==> src/rtl/data_mem_responder.sv <==
// Word-addressed data memory for a pipeline MEM stage: one request in flight,
// fixed LATENCY wait cycles, then a single-cycle response with error flagging.
module data_mem_responder #(
    parameter int DEPTH_WORDS = 64,
    parameter int LATENCY     = 2
) (
    input  logic        clk,
    input  logic        rst_n,
    input  logic        req_valid,
    input  logic        req_write,
    input  logic [31:0] req_addr,
    input  logic [31:0] req_wdata,
    output logic        req_ready,
    output logic        rsp_valid,
    output logic [31:0] rsp_rdata,
    output logic        rsp_err,
    output logic        stall
);
    localparam int         AW       = $clog2(DEPTH_WORDS);
    localparam logic [3:0] CNT_INIT = 4'(LATENCY - 1);

    typedef enum logic [1:0] {
        IDLE,
        WAIT,
        RESP
    } state_e;

    state_e        state_q;
    logic [3:0]    cnt_q;
    logic          write_q;
    logic [31:0]   addr_q;
    logic [31:0]   wdata_q;
    logic          rsp_valid_q;
    logic [31:0]   rsp_rdata_q;
    logic          rsp_err_q;
    logic [31:0]   mem_q [DEPTH_WORDS];

    logic [AW-1:0] word_idx;
    logic          acc_err;

    // Upper address bits must be zero so that e.g. 0x100 never aliases word 0.
    assign word_idx = addr_q[AW+1:2];
    assign acc_err  = (addr_q[1:0] != 2'b00) || (addr_q[31:AW+2] != '0);

    assign req_ready = (state_q == IDLE);
    assign stall     = req_valid && !req_ready;
    assign rsp_valid = rsp_valid_q;
    assign rsp_rdata = rsp_rdata_q;
    assign rsp_err   = rsp_err_q;

    // NOTE: sequential state uses non-blocking assignments only, so every
    // branch below sees the pre-edge values of the registers it reads.
    always_ff @(posedge clk) begin
        if (!rst_n) begin
            state_q     <= IDLE;
            cnt_q       <= '0;
            write_q     <= 1'b0;
            addr_q      <= '0;
            wdata_q     <= '0;
            rsp_valid_q <= 1'b0;
            rsp_rdata_q <= '0;
            rsp_err_q   <= 1'b0;
            // NOTE: storage is built from flops with a reset-time clear, which
            // rules out a RAM macro; a reset must leave every word at zero.
            for (int i = 0; i < DEPTH_WORDS; i++) begin
                mem_q[i] <= '0;
            end
        end else begin
            case (state_q)
                IDLE: begin
                    if (req_valid) begin
                        write_q <= req_write;
                        addr_q  <= req_addr;
                        wdata_q <= req_wdata;
                        cnt_q   <= CNT_INIT;
                        state_q <= WAIT;
                    end
                end
                WAIT: begin
                    if (cnt_q == '0) begin
                        state_q     <= RESP;
                        rsp_valid_q <= 1'b1;
                        rsp_err_q   <= acc_err;
                        if (acc_err || write_q) begin
                            rsp_rdata_q <= '0;
                        end else begin
                            rsp_rdata_q <= mem_q[word_idx];
                        end
                        if (!acc_err && write_q) begin
                            mem_q[word_idx] <= wdata_q;
                        end
                    end else begin
                        cnt_q <= cnt_q - 4'd1;
                    end
                end
                RESP: begin
                    rsp_valid_q <= 1'b0;
                    state_q     <= IDLE;
                end
                default: begin
                    state_q <= IDLE;
                end
            endcase
        end
    end
endmodule

==> config.mk <==
export PLATFORM = sky130hd
export DESIGN_NAME = data_mem_responder
export DESIGN_NICKNAME = d
export VERILOG_FILES = /design/src/rtl/data_mem_responder.sv
export SDC_FILE = /design/constraint.sdc
export NUM_CORES = 2
export LEC_CHECK = 0
export CAP_MARGIN = 30
export CORE_MARGIN = 2
export CORE_UTILIZATION = 38
export DETAILED_ROUTE_END_ITERATION = 16
export GPL_ROUTABILITY_DRIVEN = 0
export PLACE_DENSITY = 0.52
export SLEW_MARGIN = 15
export SYNTH_ARGS = -nofsm -noshare
export SYNTH_HDL_FRONTEND = slang
export SYNTH_SLANG_ARGS = --single-unit
==> constraint.sdc <==
create_clock -name clk -period 5.1 [get_ports clk]
set_input_delay 1.275 -clock clk [delete_from_list [all_inputs] [get_ports clk]]
set_output_delay 1.275 -clock clk [all_outputs]
set_load 0.05 [all_outputs]
# --- Word level (Yosys, flattened, before mapping) ---
# Memory sizes are Yosys's and may differ from the RTL's. A register that Yosys moved wholly into a read port is not among the register bits.
# Cells that the tools add are included.
classes:
  addsub: 1
  eq_ne: 5
  mux: 20
  n_reduce_logical: 18
op_table:
  columns: ["operator", "n"]
  rows:
  - ["32-bit 2-to-1 mux", 2]
  - ["32-bit OR reduction", 1]
  - ["24-bit nonzero test", 1]
  - ["6-bit 2-to-1 mux", 3]
  - ["1-bit 2-to-1 mux", 8]
  - ["4-bit 2-to-1 mux", 2]
  - ["4-bit one-hot mux with 2 select lines", 1]
  - ["2-bit AND reduction", 4]
  - ["2-bit != test, second input constant", 3]
  - ["2-bit nonzero test", 3]
  - ["4-bit zero test", 1]
  - ["2-bit 2-to-1 mux", 2]
  - ["2-bit one-hot mux with 2 select lines", 1]
  - ["4-bit by 1-bit subtractor with 4-bit output, second input constant", 1]
  - ["3-bit AND reduction", 1]
  - ["2-bit by 1-bit == test with 1-bit output, second input constant", 1]
  - ["2-bit == test, second input constant", 1]
  - ["1-bit logical AND", 2]
  - ["1-bit zero test", 2]
  - ["2-bit zero test", 1]
  - ["1-bit logical OR", 2]
  - ["1-bit one-hot mux with 2 select lines", 1]
totals:
  reg_bits: 105
  mem_bits_rw: 2048
  output_inout_bits: 36
  word_cells: 53
  mem_count: 1
mem_list:
  columns: ["memory", "depth", "word_bits", "rd", "rd_clocked_by_memory_dff", "wr", "line", "text"]
  rows:
  - ["mem_q", 64, 32, 1, 1, 64, "36", "logic [31:0] mem_q [DEPTH_WORDS];"]

# --- Logic depth before layout (Yosys ltp) ---
logic_depth:
  ltp_word: 11
  mapped_depth: 10

# --- Least setup slack after synthesis ---
# Ideal clock, no wire load.
synth_path:
  kind: "input port to flip-flop"
  start: "in rst_n"
  end: "mem mem_q[56][0] (enable)"
  setup_ns: 0.466
  arrival_ns: 4.444
  setup_slack_ns: 0.191
  cell_stages: 5
  path_buffers: 2
  cell_sequence: "nand3_4 > or4_1 > clkbuf_1 > buf_2 > o21ai_0"
synth_lines:
  columns: ["element", "line", "text"]
  rows:
  - ["start: declaration", "8", "input logic rst_n,"]
  - ["end: declaration", "36", null]

# --- Final worst setup path ---
layout_path:
  start: "in req_valid"
  end: "out stall"
layout_via:
  elab_chain_cells: 1
layout_rtl:
  columns: ["element", "line", "text"]
  rows:
  - ["start: declaration", "9", "input logic req_valid,"]
  - ["1-bit logical AND", "46", "assign stall = req_valid && !req_ready;"]
  - ["end: declaration", "17", "output logic stall"]
# Every way passes these cells.

==> metrics.md <==
| Metric | Value |
|---|---|
| Hold_buf cts | `0` |
| CTS H-tree depth | `4` |
| Final setup TNS | `0 ns` |
| Post-synthesis compound-gate area fraction | `0.0310` |
| Post-synth top cells | `2059 x and2_1, 2048 x edfxtp_1, 491 x clkbuf_1` |
| Status | `finished clean` |
| Slew @ Worst Pin | `1.15 ns` |
| Hold_sp | `wdata_q[24]$_SDFFE_PN0P_` |
| Mapped Cells | `6538` |
| CP Capture Type | `primary output` |
| Hold Slack | `0.450 ns` |
| Final setup margin | `1.09 ns` |
| XOR/XNOR Fraction of Synth Area | `0.000180` |
| Syn_area_per_cell | `14.9 um2` |
| First-pass detailed-route iteration total | `8` |
| WL met1 | `139000 um` |
| Critical path, cell by cell | `clkdlybuf4s50_1 -> nor2b_1 -> clkdlybuf4s50_1` |
| Max-slew violation count | `0` |
| Synth top area share | `0.633` |
| RSZ-0062 raised after global routing | `no` |
| Share of post-route cells with drive strength above 1 | `0.201` |
| Row count | `185` |
| Postcts setup bufs | `0` |
| Die area | `0.260 mm2` |
| Root buf cell | `clkbuf_16` |
| Yosys warning count | `0` |
| Final hold violations | `0` |
| Cell Pwr Density | `364 mW/mm2` |
| Dominant cells by area after synthesis | `edfxtp_1 63%, and2_1 13%, mux4_2 10%` |
| GRT Residual Overflow | `0` |
| Final Core Density | `0.436` |
| Startpoint Class | `primary input` |
| WL met3 | `29600 um` |
| CP bufs+invs | `2` |
| Register bit total from synthesis | `2159` |
| Top_reg_cell synth | `edfxtp_1` |
| Top sig layer | `met5` |
| Post-synth EDFFs | `2048` |
| Netlist cell types | `80` |
| Routed wl met2 | `157000 um` |
| Mux cell area share after synthesis | `0.126` |
| Worst hold-check path type | `flip-flop to flip-flop` |
| Die Wd | `510 um` |
| Adder-Cell Fraction of Synth Area | `0.000129` |
| Remaining DRCs | `0` |
| Cell area after synthesis | `0.0972 mm2` |
| Peak Freq | `0.249 GHz` |
| Routed wire length | `342000 um` |
| Largest family of logic cells by synthesized area | `simple AND/OR/NAND/NOR gates` |
| Worst vdd ir | `0.378 mV` |
| CTS Buf Count | `229` |
| Antenna-violating nets left | `0` |
| Post-route clock period utilization | `0.786` |
| I/O pins | `104` |
| Ys async rst share | `0` |
| Port Buffers | `103` |
| Vias | `57200` |
| Antenna violations before repair | `33` |
| DRT iter0 DRCs | `7566` |
| Static Leak | `0.0387 uW` |
| Crit path arrival time | `2.74 ns` |
| Max-Cap Viols | `0` |
| DR WL/cell | `33.8 um` |
| Clock Latency Late Sink | `0.90 ns` |
| Die height | `510 um` |
| Post_cts resized | `0` |
| Dominant cell type by area after synthesis | `edfxtp_1` |
| Rel. slew slack | `0.230` |
| CP max stage cell | `clkdlybuf4s50_1` |
| Most frequent cell after synthesis | `and2_1` |
| Register area share after synthesis | `0.656` |
| Simple-Gate Fraction of Synth Area | `0.158` |
| Family with the most delay on the worst path | `buffers and inverters` |
| Max Fanout on Critical Path | `3` |
| Fillers | `22600` |
| CTS tree | `done` |
| P&R area growth vs syn | `14.1%` |
| CTS sink count | `2159` |
| Worst Path Required | `3.83 ns` |
| Hpwl dp | `205000 um` |
| Worst-path clk slew | `0.06 ns` |
| Number of setup violations in the final report | `0` |
| First-pass GRT wire length | `471000 um` |
| Core area | `0.254 mm2` |
| Most used cell, CP | `clkdlybuf4s50_1` |
| NumNets Final | `6605` |
| Gr usage total | `0.262` |
| Max clock buf depth | `3` |
| Placement Setup Slack | `1.08 ns` |
| Worst setup path category | `primary input to primary output` |
| Starting Density | `0.382` |
| Crit path launch | `req_valid` |
| Vias in the first global route | `56300` |
| Slowest stage delay, CP | `0.81 ns` |
| Min Tclk post-route | `4.01 ns` |
| Clk_skew | `0.0442 ns` |
| DR vias/cell | `5.65` |
| Syn Nets | `6607` |
| Total power | `40400 uW` |
| Largest net degree at the start of global routing | `76` |
metrics by stage:
stage,cells,area (um2)
6_report,10100,111000
3_3_place_gp,9661,103000
3_5_place_dp,9668,103000
5_1_grt,10100,111000
4_1_cts,10100,111000
2_1_floorplan,6538,97200
sequential cells by signal, indices dropped and copies added (netlist names), named ones only:
| signal | flops |
|---|---|
| addr_q | 32 |
| cnt_q | 4 |
| mem_q | 2048 |
| rsp_err | 1 |
| rsp_rdata | 32 |
| rsp_valid | 1 |
| state_q | 2 |
| wdata_q | 32 |
| write_q | 1 |
final cells by class:
type                            count  area (um2)  area share
Sequential cell                  2159       63800       0.575
Multi-Input combinational cell   3709       31600       0.285
Clock buffer                      310        6350      0.0573
Tap cell                         3366        4210      0.0380
Timing Repair Buffer              429        3880      0.0350
Clock inverter                    119        1020     0.00923
Inverter                            8        32.5    0.000293
Antenna cell                       13        32.5    0.000293
cell families after synthesis:
| logic type | after synthesis |
|---|---|
| AND/OR/NAND/NOR | 2581 |
| adder cells (fa/ha/maj) | 1 |
| buffers and inverters | 670 |
| flip-flops | 2159 |
| AO/OA/AOI/OAI | 462 |
| multiplexers | 663 |
| XOR/XNOR | 2 |
final timing paths:
path	endpoint	slack, ns	cells after the start
worst max-delay path	stall	1.09	3
worst min-delay path	wdata_q[24]$_SDFFE_PN0P_	0.45	2
worst max register to register	rsp_rdata[13]$_SDFFE_PN0P_	1.21	7
worst min register to register	wdata_q[24]$_SDFFE_PN0P_	0.45	2
layout by cell type (no fill, tap or decap), types with 47 or more instances in the layout:
cell type        synthesis  layout
dfxtp_1                111      73
o21ai_4                  0      56
clkdlybuf4s50_1          0     102
clkbuf_1               491      50
and2_1                2059    2058
a21oi_1                105     104
mux2i_1                176     176
a22oi_1                 61      61
buf_4                   28     294
nand2_1                237     236
clkbuf_16                0     233
edfxtp_1              2048    2048
mux4_2                 443     443
o22ai_1                 74      74
nor2_2                   2      59
nor2_1                 104      47
routing by layer:
layer | track usage | up-vias
met5 | 0.00128 | -
met1 | 0.356 | 30100
met3 | 0.0566 | 520
met2 | 0.408 | 2603
li1 | - | 23900
met4 | 0.110 | 2
power breakdown:
| part | switching [uW] | internal, uW | leakage, uW |
|---|---|---|---|
| clock | 7270 | 9330 | 0.00363 |
| sequential | 293 | 19900 | 0.0221 |
| combinational | 2460 | 1110 | 0.0130 |
worst min-delay path, cell delays in order (launching register included):
cell and delay (ns):
dfxtp_2 0.31, nand2_1 0.05, a21oi_1 0.05
Power figures use the tool's default switching activity.
